### config.mk
export PLATFORM = sky130hd
export DESIGN_NAME = valu_strip_seq
export DESIGN_NICKNAME = d
export VERILOG_FILES = /design/src/rtl/valu_strip_seq_pkg.sv /design/src/rtl/valu_lane_mask.sv /design/src/rtl/valu_strip_seq.sv
export SDC_FILE = /design/constraint.sdc
export NUM_CORES = 1
export LEC_CHECK = 0
export BUFFER_PORTS_ARGS = -buffer_cell sky130_fd_sc_hd__buf_2
export CORE_ASPECT_RATIO = 1.5
export CORE_UTILIZATION = 49
export DETAILED_ROUTE_END_ITERATION = 10
export GPL_TIMING_DRIVEN = 0
export PLACE_DENSITY = 0.84
export SYNTH_ARGS = -nofsm -noshare
export SYNTH_HDL_FRONTEND = slang
export SYNTH_SLANG_ARGS = --single-unit
### constraint.sdc
create_clock -name i_clk -period 2.3 [get_ports i_clk]
set_clock_uncertainty 0.15 [all_clocks]
set_input_delay 0.115 -clock i_clk [delete_from_list [all_inputs] [get_ports i_clk]]
set_output_delay 0.115 -clock i_clk [all_outputs]
set_load 0.02 [all_outputs]
### src/rtl/valu_strip_seq_pkg.sv
// Shared vector-ALU constants, opcode enumeration and sequencer state type.
// Imported by decode, the ALU block and the strip-mining sequencer.
package valu_strip_seq_pkg;

    localparam int LANES  = 8;
    localparam int MAX_VL = 64;
    localparam int REG_AW = 5;
    localparam int VL_W   = 7;
    localparam int GRP_W  = 3;
    localparam int BEAT_W = GRP_W + 1;
    localparam int LANE_W = $clog2(LANES);
    localparam int OP_W   = 3;

    typedef enum logic [OP_W-1:0] {
        ALU_ADD = 3'd0,
        ALU_SUB = 3'd1,
        ALU_AND = 3'd2,
        ALU_OR  = 3'd3,
        ALU_XOR = 3'd4,
        ALU_SLL = 3'd5,
        ALU_SRL = 3'd6,
        ALU_MUL = 3'd7
    } alu_op_e;

    typedef enum logic [1:0] {
        ST_IDLE  = 2'd0,
        ST_ISSUE = 2'd1,
        ST_DRAIN = 2'd2
    } state_e;

    function automatic logic [VL_W-1:0] clamp_vl(input logic [VL_W-1:0] vl);
        return (vl > VL_W'(MAX_VL)) ? VL_W'(MAX_VL) : vl;
    endfunction

endpackage

### src/rtl/valu_lane_mask.sv
// Lane write mask for one element group: all lanes, except a partial last group.
// Purely combinational, no backpressure.
module valu_lane_mask
    import valu_strip_seq_pkg::*;
(
    input  logic [VL_W-1:0]   i_vl_c,
    input  logic [GRP_W-1:0]  i_grp,
    input  logic [BEAT_W-1:0] i_beats,
    output logic [LANES-1:0]  o_mask
);

    logic [LANE_W-1:0] w_rem;
    logic              w_last;

    assign w_rem  = LANE_W'(i_vl_c % VL_W'(LANES));
    assign w_last = ({1'b0, i_grp} == (i_beats - BEAT_W'(1)));

    always_comb begin
        o_mask = '1;
        if (w_last && (w_rem != '0)) begin
            o_mask = LANES'((32'd1 << w_rem) - 32'd1);
        end
    end

endmodule

### src/rtl/valu_strip_seq.sv
// Strip-mines one vector op into LANES-wide VRF read beats; write-back follows each read by 1 cycle.
// Last read at cycle B (beats + stalls), done at B+1, ready at B+2; stall only holds read issue.
module valu_strip_seq
    import valu_strip_seq_pkg::*;
(
    input  logic              i_clk,
    input  logic              i_rst,
    input  logic              i_cmd_valid,
    output logic              o_cmd_ready,
    input  logic [OP_W-1:0]   i_cmd_op,
    input  logic [REG_AW-1:0] i_cmd_vd,
    input  logic [REG_AW-1:0] i_cmd_vs1,
    input  logic [REG_AW-1:0] i_cmd_vs2,
    input  logic [VL_W-1:0]   i_cmd_vl,
    input  logic              i_stall,
    output logic              o_rd_en,
    output logic [REG_AW-1:0] o_rd_vs1,
    output logic [REG_AW-1:0] o_rd_vs2,
    output logic [GRP_W-1:0]  o_rd_grp,
    output logic [LANES-1:0]  o_valu_ena,
    output logic [OP_W-1:0]   o_valu_sel,
    output logic              o_wb_en,
    output logic [REG_AW-1:0] o_wb_vd,
    output logic [GRP_W-1:0]  o_wb_grp,
    output logic [LANES-1:0]  o_wb_mask,
    output logic              o_busy,
    output logic              o_done
);

    state_e            r_state;
    state_e            w_next;
    alu_op_e           r_op;
    logic [REG_AW-1:0] r_vd;
    logic [REG_AW-1:0] r_vs1;
    logic [REG_AW-1:0] r_vs2;
    logic [VL_W-1:0]   r_vl_c;
    logic [BEAT_W-1:0] r_beats;
    logic [GRP_W-1:0]  r_grp;
    logic              r_wb_en;
    logic [GRP_W-1:0]  r_wb_grp;
    logic [LANES-1:0]  r_wb_mask;

    logic [VL_W-1:0]   w_vl_c;
    logic [VL_W-1:0]   w_vl_rnd;
    logic [BEAT_W-1:0] w_beats;
    logic              w_accept;
    logic              w_issue;
    logic              w_last_grp;
    logic [LANES-1:0]  w_mask;

    // Rounding up cannot overflow VL_W: MAX_VL + LANES - 1 < 2**VL_W.
    assign w_vl_c     = clamp_vl(i_cmd_vl);
    assign w_vl_rnd   = w_vl_c + VL_W'(LANES - 1);
    assign w_beats    = BEAT_W'(w_vl_rnd >> LANE_W);
    assign w_accept   = (r_state == ST_IDLE) && i_cmd_valid;
    assign w_issue    = (r_state == ST_ISSUE) && !i_stall;
    assign w_last_grp = ({1'b0, r_grp} == (r_beats - BEAT_W'(1)));

    valu_lane_mask u_lane_mask (
        .i_vl_c  (r_vl_c),
        .i_grp   (r_grp),
        .i_beats (r_beats),
        .o_mask  (w_mask)
    );

    always_ff @(posedge i_clk or posedge i_rst) begin
        if (i_rst) begin
            r_state <= ST_IDLE;
        end else begin
            r_state <= w_next;
        end
    end

    always_comb begin
        w_next      = r_state;
        o_cmd_ready = 1'b0;
        o_busy      = 1'b0;
        o_done      = 1'b0;
        o_valu_sel  = '0;
        case (r_state)
            ST_IDLE: begin
                o_cmd_ready = !i_rst;
                if (i_cmd_valid) begin
                    w_next = (w_vl_c == '0) ? ST_DRAIN : ST_ISSUE;
                end
            end
            ST_ISSUE: begin
                o_busy     = 1'b1;
                o_valu_sel = r_op;
                if (w_issue && w_last_grp) begin
                    w_next = ST_DRAIN;
                end
            end
            ST_DRAIN: begin
                o_busy     = 1'b1;
                o_valu_sel = r_op;
                o_done     = 1'b1;
                w_next     = ST_IDLE;
            end
            default: w_next = ST_IDLE;
        endcase
    end

    always_ff @(posedge i_clk or posedge i_rst) begin
        if (i_rst) begin
            r_op    <= ALU_ADD;
            r_vd    <= '0;
            r_vs1   <= '0;
            r_vs2   <= '0;
            r_vl_c  <= '0;
            r_beats <= '0;
            r_grp   <= '0;
        end else if (w_accept) begin
            r_op    <= alu_op_e'(i_cmd_op);
            r_vd    <= i_cmd_vd;
            r_vs1   <= i_cmd_vs1;
            r_vs2   <= i_cmd_vs2;
            r_vl_c  <= w_vl_c;
            r_beats <= w_beats;
            r_grp   <= '0;
        end else if (w_issue) begin
            r_grp   <= r_grp + GRP_W'(1);
        end
    end

    // Write-back stage tracks the VRF's registered read data; stall never holds it.
    always_ff @(posedge i_clk or posedge i_rst) begin
        if (i_rst) begin
            r_wb_en   <= 1'b0;
            r_wb_grp  <= '0;
            r_wb_mask <= '0;
        end else begin
            r_wb_en   <= w_issue;
            r_wb_grp  <= w_issue ? r_grp : '0;
            r_wb_mask <= w_issue ? w_mask : '0;
        end
    end

    assign o_rd_en    = w_issue;
    assign o_rd_vs1   = w_issue ? r_vs1 : '0;
    assign o_rd_vs2   = w_issue ? r_vs2 : '0;
    assign o_rd_grp   = w_issue ? r_grp : '0;
    assign o_wb_en    = r_wb_en;
    assign o_wb_vd    = r_wb_en ? r_vd : '0;
    assign o_wb_grp   = r_wb_grp;
    assign o_wb_mask  = r_wb_mask;
    assign o_valu_ena = r_wb_mask;

endmodule
# Word level (Yosys, flattened, before mapping)

Cells that the tools add are included.

Logic and storage cells: 51
Register bits after elaboration: 42

Reduce and logical (&&, ||, !) cells: 12
Add/subtract/negate cells: 4
Mux-type cells: 17
Shift operators: 1
Equal/unequal tests: 5
$lt $le $gt $ge: 1

Operator list:

| operator              | number |
|---|---|
| $mux W8               | 2 |
| $mux W5               | 3 |
| $mux W3               | 4 |
| $shl A1 B3 Y8 const A | 1 |
| $sub A8 B1 Y8 const B | 1 |
| $add A7 B3 Y7 const B | 1 |
| $gt A7 B7 Y1 const B  | 1 |
| $logic_not A7 Y1      | 1 |
| $mux W7               | 1 |
| $mux W2               | 3 |
| $eq A3 B4 Y1          | 1 |
| $logic_and A1 B1 Y1   | 4 |
| $pmux W2 S2           | 1 |
| $sub A4 B1 Y4 const B | 1 |
| $add A3 B1 Y3 const B | 1 |
| $mux W1               | 3 |
| $reduce_bool A3 Y1    | 1 |
| $eq A2 B1 Y1 const B  | 1 |
| $eq A2 B2 Y1 const B  | 1 |
| $logic_not A1 Y1      | 2 |
| $logic_not A2 Y1      | 1 |
| $ne A2 B1 Y1 const B  | 1 |
| $ne A2 B2 Y1 const B  | 1 |
| $reduce_and A2 Y1     | 1 |
| 2 further kinds       | 2 |

# Logic depth before layout (Yosys ltp)

Gate-level depths: netlist of the first run.

Depth in word-level cells: 6
Gate-level depth with buffers: 7

# By module

Synthesis of the first run repeated with hierarchy kept, for this count alone.

Cells, all modules: 261
Area total of the unflattened synthesis: 2378.5 µm²

Modules (own cells, without submodules):

| module         | times used | cells each | area an instance (µm²) | sequential area each (µm²) |
|---|---|---|---|---|
| valu_strip_seq | 1          | 224        | 2144.6                 | 1151.1 |
| valu_lane_mask | 1          | 37         | 234.0                  | 0.0 |

# Worst setup path before layout of the first run

OpenSTA, ideal clock, no wires.

Kind: register -> output
From: register r_state[1]
To: output port o_rd_grp[0]
Arrival: 1611 ps
Path slack: 424 ps
Stages on the path, launching flop included: 7
Path buffers: 1
Cells stage by stage: dfrtp_1 inv_1 ha_1 nand2_1 clkinv_1 clkbuf_1 and2_1

Longest elaborated chain between the ends: 3

RTL lines:

| what                   | RTL line              | source |
|---|---|---|
| from (decl)            | valu_strip_seq.sv:30  | `state_e r_state;` |
| from (signal assigned) | valu_strip_seq.sv:70  | `r_state <= w_next;` |
| $eq A2 B1 Y1           | valu_strip_seq.sv:56  | `assign w_issue = (r_state == ST_ISSUE) && !i_stall;` |
| $logic_and A1 B1 Y1    | valu_strip_seq.sv:56  |  |
| net o_rd_en            | valu_strip_seq.sv:16  | `output logic o_rd_en,` |
| $mux W3                | valu_strip_seq.sv:142 | `assign o_rd_grp = w_issue ? r_grp : '0;` |
| to (decl)              | valu_strip_seq.sv:19  | `output logic [GRP_W-1:0] o_rd_grp,` |

The timed path passes the listed nets, and every way through them passes these cells.

# Final worst setup path of the first run

From: register r_state[1]
To: output port o_rd_grp[1]

Longest elaborated chain between the ends: 3

RTL lines:

| what                | RTL line |
|---|---|
| $eq A2 B1 Y1        | valu_strip_seq.sv:56 |
| $logic_and A1 B1 Y1 | valu_strip_seq.sv:56 |
| $mux W3             | valu_strip_seq.sv:142 |

No other way between the ends.

==> results of run 1 <==
Yosys cell counts, types with 3 or more instances:
library cell,count
a21oi_1,11
a31oi_1,3
and2_1,22
buf_4,9
dfrtp_1,41
ha_1,6
inv_1,10
mux2_2,18
nand2_1,14
nand2b_1,5
nor2_1,3
o21ai_0,8
xnor2_1,6
tightest hold or removal path, stage by stage:
cell and delay, ns:
buf_2 0.15, nand2b_1 0.11, o21ai_0 0.06
metrics by stage:
step                worst slack (ns)  std cells  hold slack [ns]  area [sq um]  power [mW]
finish                        0.2109        335          0.02262          2821       3.424
global route                 0.04090        335          0.04531          2821       3.675
CTS                          0.09127        335          0.01888          2820       3.417
floorplan                     0.4236        186          0.05157          2046       2.381
detailed placement            0.1733        304           0.1954          2467       2.792
global placement              0.2055        304           0.1967          2467       2.730
metal layers:
metal	share of wire	track usage	vias up
met5	0	0	-
met1	0.37	0.2561	803
li1	-	-	830
met2	0.56	0.4084	46
met4	0.023	0.1205	0
met3	0.042	0.05431	11
registers in the layout, summed over array words and instances, names as in the netlist:
register / cells
r_state: 2
r_op: 3
r_vd: 5
r_grp: 3
r_vl_c: 3
r_vs1: 5
o_valu_ena: 8
o_wb_grp: 3
r_beats: 4
r_vs2: 5
repair_timing:
action | CTS | global route
hold endpoints to repair | 66 | 0
hold buffers | 24 | 0
resized for setup | 1 | 1
endpoints found under the setup margin | 9 | 13
cloned | 0 | 0
logic make-up after synthesis:
group	count (synthesis)
AO/OA/AOI/OAI	33
adder cells (fa/ha/maj)	6
buffers and inverters	25
multiplexers	20
flip-flops	41
XOR/XNOR	8
AND/OR/NAND/NOR	53
final cells by class:
type,count,area [sq um],area share
Clock buffer,5,68.82,0.02439
Multi-Input combinational cell,120,883.3,0.3131
Sequential cell,41,1026,0.3636
Clock inverter,3,46.29,0.01641
Tap cell,45,56.30,0.01996
Timing Repair Buffer,97,605.6,0.2146
Buffer,13,91.34,0.03237
Inverter,11,43.79,0.01552
worst max-delay path by stage:
| stage | slack, ns | depth (start not counted) | endpoint |
|---|---|---|---|
| floorplan | 0.42 | 6 | o_rd_grp[0] |
| global placement | 0.21 | 7 | o_rd_grp[0] |
| detailed placement | 0.17 | 7 | o_rd_grp[0] |
| CTS | 0.09 | 6 | o_rd_grp[0] |
| global route | 0.04 | 5 | r_vs2[2] |
| finish | 0.21 | 6 | o_rd_grp[1] |
power groups by stage:
| stage | Combinational [mW] | Clock [mW] | Sequential, mW |
|---|---|---|---|
| 2_1_floorplan | 1.16 | 0 | 1.22 |
| 3_3_place_gp | 1.52 | 0 | 1.21 |
| 3_5_place_dp | 1.56 | 0 | 1.23 |
| 4_1_cts | 1.61 | 0.593 | 1.21 |
| 5_1_grt | 1.79 | 0.616 | 1.27 |
| 6_report | 1.62 | 0.586 | 1.22 |
==> summary.txt, run 1 <==
Setup path
  • Slowest cell on crit path: dfrtp_1
  • Slowest Stage Delay on Critical Path: 0.43 ns
  • R2R depth: 5
  • CP delay by family, top: buffers and inverters
  • Maximum fanout along the worst path: 18
  • Arr. time, crit path: 1.82 ns
  • CP endpoint kind: output port
  • CP Buf/Inv Count: 3
  • Worst r2r dst: r_vs2[2]
  • Worst reg2reg path startpoint: r_state[0]
  • Worst Setup SP: r_state[1]
  • Crit Path Class: reg -> out
  • Flop2flop setup slack: 0.22 ns
  • Critical-path cell list: inv_1, ha_1, nand2_1, inv_4, and2_1, buf_2
  • Critical Path Start Type: flip-flop
  • CP required: 2.04 ns

Global route
  • Initial antenna violation count: 0
  • Vias in the first global route: 1666
  • GRT Residual Overflow: 0
  • Gr usage total: 0.2362
  • First-pass GRT wire length: 7403 microns
  • Largest net degree at the start of global routing: 42

Drt
  • Iteration-0 DRC Markers: 52
  • Routed len/inst: 13.65 microns
  • Via density per instance: 5.045
  • DRT antenna net count: 0
  • Drt first pass iters: 4
  • Residual DRC: 0
  • Via count: 1690
  • WL final: 4573 microns

Finish
  • Number of diodes: 0
  • Layout area overhead: 37.92%
  • Final Util: 0.7127
  • Layout cell share with drive strength beyond 1: 0.3966
  • Commonest non-fill, non-tap cell in the layout: buf_2
  • Fin nets: 324
  • Most frequent cells in the layout: buf_2, dfrtp_1, dlygate4sd3_1
  • Layout fillers: 290

STA
  • RSZ-0062 raised after global routing: no
  • Min Clock Period, post-route: 2.089 ns
  • Final setup viols: 0
  • Measured slew at the worst slew-check pin: 0.8462 ns
  • Slew HR: 0.4350
  • Sum Neg Setup Slack: 0 ns
  • Final period util: 0.9083
  • Final Hold Violating Endpoints: 0
  • Max Fclk: 478.7 MHz
  • Final max-slew violation count: 0

Worst hold path
  • WHS Endpoint: r_vl_c[0]
  • Min-delay src: i_cmd_vl[6]
  • HP Class: in -> reg
  • WHS Path Cells: 3

Power and ir drop
  • Net Switching: 1.344 mW
  • Clk pwr share: 0.171
  • VDD IR max: 0.8376 mV
  • Internal power: 2.080 mW
  • Combinational power share: 0.472
  • Pwr dens: 1214 mW/mm^2
  • Net Sw Frac: 0.3924
  • Share of power burned in registers: 0.357
  • Leakage power total: 1.453 nW

Yosys
  • Yosys cell types: 37
  • Synth Area in XOR/XNOR: 0.03425
  • Flops & latches, synth: 41
  • Synthesized area: 0.002046 sq mm
  • Adder-cell share of the synthesized area: 0.03670
  • Mux cell area share after synthesis: 0.1089
  • Post-synthesis cell count: 186
  • Synthesized area per cell: 11.00 sq um
  • Post-synth EDFFs: 0
  • Largest family of logic cells by synthesized area: simple AND/OR/NAND/NOR gates
  • Most area-consuming cells after synthesis: dfrtp_1, mux2_2, and2_1
  • Post-synth top area share: 0.5015
  • Syn_nets: 221
  • Yosys top cell by area: dfrtp_1
  • Seq/Total Area, Yosys: 0.5015
  • Compound-Gate Fraction of Synth Area: 0.1101
  • Post-Synth Simple-Gate Area: 0.1419
  • Top FF cell, synth: dfrtp_1
  • Async set-reset flop share out of synthesis: 1.000
  • Yosys warns: 0

Clocking
  • Reg clk slew, reported paths: 0.08 ns
  • CTS Sinks: 41
  • TritonCTS clock tree: built
  • Htree depth: 2
  • Setup bufs post-CTS: 0
  • Clock root buffer: clkbuf_8
  • Clock buffer count from CTS: 5
  • Clk Latency, worst-skew pair: 0.30 ns
  • Clock Tree Buf Depth: 2

Floorplan
  • Starting Density: 0.5168
  • Core box area: 0.003959 sq mm
  • Rows: 28
  • Die ar.: 0.004443 sq mm
  • I/O pins: 74
  • Die Width: 54.76 microns
  • Die H: 81.14 microns

Place
  • Hpwl dp: 3056 microns
  • Port Buffers: 73
  • GP Congestion: 0.8065

Job
  • Maxcap violations: 0

Outcome
  • Status: complete, no violations
Note: power is estimated with default switching activity, not from simulation.
==> run 2: changes to the inputs <==
--- a/config.mk
+++ b/config.mk
@@ -5,12 +5,12 @@
 export SDC_FILE = /design/constraint.sdc
 export NUM_CORES = 1
 export LEC_CHECK = 0
-export BUFFER_PORTS_ARGS = -buffer_cell sky130_fd_sc_hd__buf_2
 export CORE_ASPECT_RATIO = 1.5
-export CORE_UTILIZATION = 49
+export CORE_UTILIZATION = 60
 export DETAILED_ROUTE_END_ITERATION = 10
+export DONT_BUFFER_PORTS = 1
 export GPL_TIMING_DRIVEN = 0
-export PLACE_DENSITY = 0.84
+export PLACE_DENSITY = 0.81
 export SYNTH_ARGS = -nofsm -noshare
 export SYNTH_HDL_FRONTEND = slang
 export SYNTH_SLANG_ARGS = --single-unit
==> run 2 against run 1 <==
Net effect:
- combinational power is 13% lower
- count of clock-buffer cells in the layout stayed put
- first-iteration DRC count is 62% lower
- largest cell class unchanged
==> summary.txt, run 2 (synthesis results as in run 1) <==
Power and ir drop
  • Pwr dens: 1253 mW/mm^2 (+3.3%)
  • Net Sw Frac: 0.4122 (+0.01979)
  • Clk pwr share: 0.132 (-0.039)
  • Combinational power share: 0.452 (-0.020)
  • VDD IR max: 0.8301 mV (-0.90%)
  • Share of power burned in registers: 0.416 (+0.059)
  • Total power draw: 3.116 mW (-9.0%)
  • Net Switching: 1.284 mW (-4.4%)
  • Leakage power total: 1.123 nW (-23%)
  • Internal power: 1.831 mW (-12%)

Job
  • Maxcap violations: 0 (unchanged)

Floorplan
  • Core box area: 0.003191 sq mm (-19%)
  • Rows: 25 (-11%)
  • Die H: 73.52 microns (-9.4%)
  • Starting Density: 0.6412 (+0.1244)
  • Die ar.: 0.003652 sq mm (-18%)
  • I/O pins: 74 (unchanged)
  • Die Width: 49.68 microns (-9.3%)

Finish
  • Final Util: 0.7792 (+0.06651)
  • Fin nets: 259 (-20%)
  • Post-route cell area: 0.002486 sq mm (-12%)
  • Non-Filler Instances: 263 (-21%)
  • Layout area overhead: 21.53%
  • Layout fillers: 206 (-29%)
  • Commonest non-fill, non-tap cell in the layout: dfrtp_1
  • Most frequent cells in the layout: dfrtp_1, dlygate4sd3_1, and2_1
  • Max reg flops: 8 (unchanged)
  • Number of diodes: 0 (unchanged)
  • Layout cell share with drive strength beyond 1: 0.1928 (-0.2037)

Setup path
  • Slowest cell on crit path: dfrtp_1
  • Slowest Stage Delay on Critical Path: 0.41 ns (-0.02 ns)
  • CP Buf/Inv Count: 3 (unchanged)
  • Critical-path cell list: inv_1, ha_1, nand2_2, clkinv_2, buf_2, and2_1
  • Crit Path Class: reg -> out
  • Arr. time, crit path: 1.91 ns (+0.09 ns)
  • CP delay by family, top: buffers and inverters
  • CP required: 2.04 ns (about the same)
  • Flop2flop setup slack: 0.23 ns (about the same)
  • Critical Path Start Type: flip-flop
  • Maximum fanout along the worst path: 11 (-7)
  • CP endpoint kind: output port

Global route
  • Initial antenna violation count: 0 (unchanged)
  • GRT Residual Overflow: 0 (unchanged)
  • Gr usage total: 0.2712 (+0.03499)
  • First-pass GRT wire length: 7314 microns (-1.2%)
  • Largest net degree at the start of global routing: 42 (unchanged)
  • Vias in the first global route: 1573 (-5.6%)

STA
  • Final setup viols: 0 (unchanged)
  • Final max-slew violation count: 0 (unchanged)
  • Final Hold Violating Endpoints: 0 (unchanged)
  • Measured slew at the worst slew-check pin: 0.8031 ns (-0.04312 ns)
  • Sum Neg Setup Slack: 0 ns (unchanged)
  • Final period util: 0.9463 (+0.03796)
  • Worst Setup Slack, final: 0.1236 ns (-0.08731 ns)
  • Max Fclk: 459.5 MHz (-4.0%)
  • Min Clock Period, post-route: 2.176 ns (+0.08731 ns)
  • WHS: 0.02729 ns (+0.004670 ns)
  • Slew HR: 0.4638 (+0.02879)

Place
  • Placed cells: 226 (-26%)
  • Setup slack after placement: 0.07906 ns (-0.09420 ns)
  • GP Congestion: 0.8214 (+1.8%)
  • Hpwl dp: 2859 microns (-6.4%)
  • Placed Area: 0.002096 sq mm (-15%)
  • Port Buffers: 0 (-100%)

Worst hold path
  • HP Class: in -> reg

Clocking
  • Htree depth: 2 (unchanged)
  • Clk Latency, worst-skew pair: 0.28 ns (-0.02 ns)
  • Setup bufs post-CTS: 0 (unchanged)
  • Clock buffer count from CTS: 5 (unchanged)
  • Reg clk slew, reported paths: 0.07 ns (about the same)
  • CTS Sinks: 41 (unchanged)
  • TritonCTS clock tree: built
  • Clock root buffer: clkbuf_8
  • Clock Tree Buf Depth: 2 (unchanged)

Drt
  • Residual DRC: 0 (unchanged)
  • DRT antenna net count: 0 (unchanged)
  • WL final: 4580 microns (+0.15%)
  • Via count: 1500 (-11%)
  • Via density per instance: 5.703 (+13%)
  • Routed len/inst: 17.41 microns (+28%)
  • Iteration-0 DRC Markers: 20 (-62%)
  • Drt first pass iters: 4 (unchanged)

Outcome
  • Status: complete, no violations
[run 2: cell count changes in the layout (fill, tap and decap cells not counted), sizes merged]
cell / before / now
buf: 85 / 13
bufinv: 1 / 0
clkinv: 1 / 2
clkinvlp: 1 / 0
dlygate4sd3: 24 / 31
inv: 11 / 10
[run 2: per-layer routing]
metal / up-vias / GRT usage / wire length [microns]
met5: - / 0 / 0
met4: 0 / 0.1238 / 132
met3: 18 / 0.07039 / 263
met2: 64 / 0.4895 / 2622
met1: 727 / 0.2932 / 1562
li1: 691 / - / -
[run 2: final timing paths]
kind,start,end,cells after the start
setup / recovery,r_state[1],o_rd_grp[0],6
hold / removal,i_cmd_valid,r_op[1],2
setup reg to reg,r_state[0],r_vd[4],5
hold reg to reg,r_op[2],r_op[2],1
max in group asynchronous,i_rst,r_beats[0],2
min in group asynchronous,i_rst,o_wb_grp[0],2
[run 2: power groups by stage]
| stage | registers, mW | clock network (mW) | logic [mW] |
|---|---|---|---|
| after floorplan | 1.22 | 0 | 1.16 |
| after global placement | 1.27 | 0 | 1.28 |
| after detailed placement | 1.29 | 0 | 1.33 |
| after CTS | 1.28 | 0.419 | 1.38 |
| after global routing | 1.33 | 0.451 | 1.53 |
| final | 1.30 | 0.411 | 1.41 |
[run 2: layout make-up]
type	count	area [sq um]	share of cell area
multi-input cells	120	887.1	0.3568
plain buffers	14	96.34	0.03875
repair buffers	31	310.3	0.1248
flip-flops and latches	41	1026	0.4127
clock buffers	5	68.82	0.02768
inverters	11	42.54	0.01711
clock inverters	1	5.005	0.002013
well taps	40	50.05	0.02013
[run 2: repair_timing]
action / 4_1_cts / 5_1_grt
hold buffers: 31 / 0
hold endpoints to repair: 71 / 0
resized for setup: 2 / 3
endpoints found under the setup margin: 9 / 9
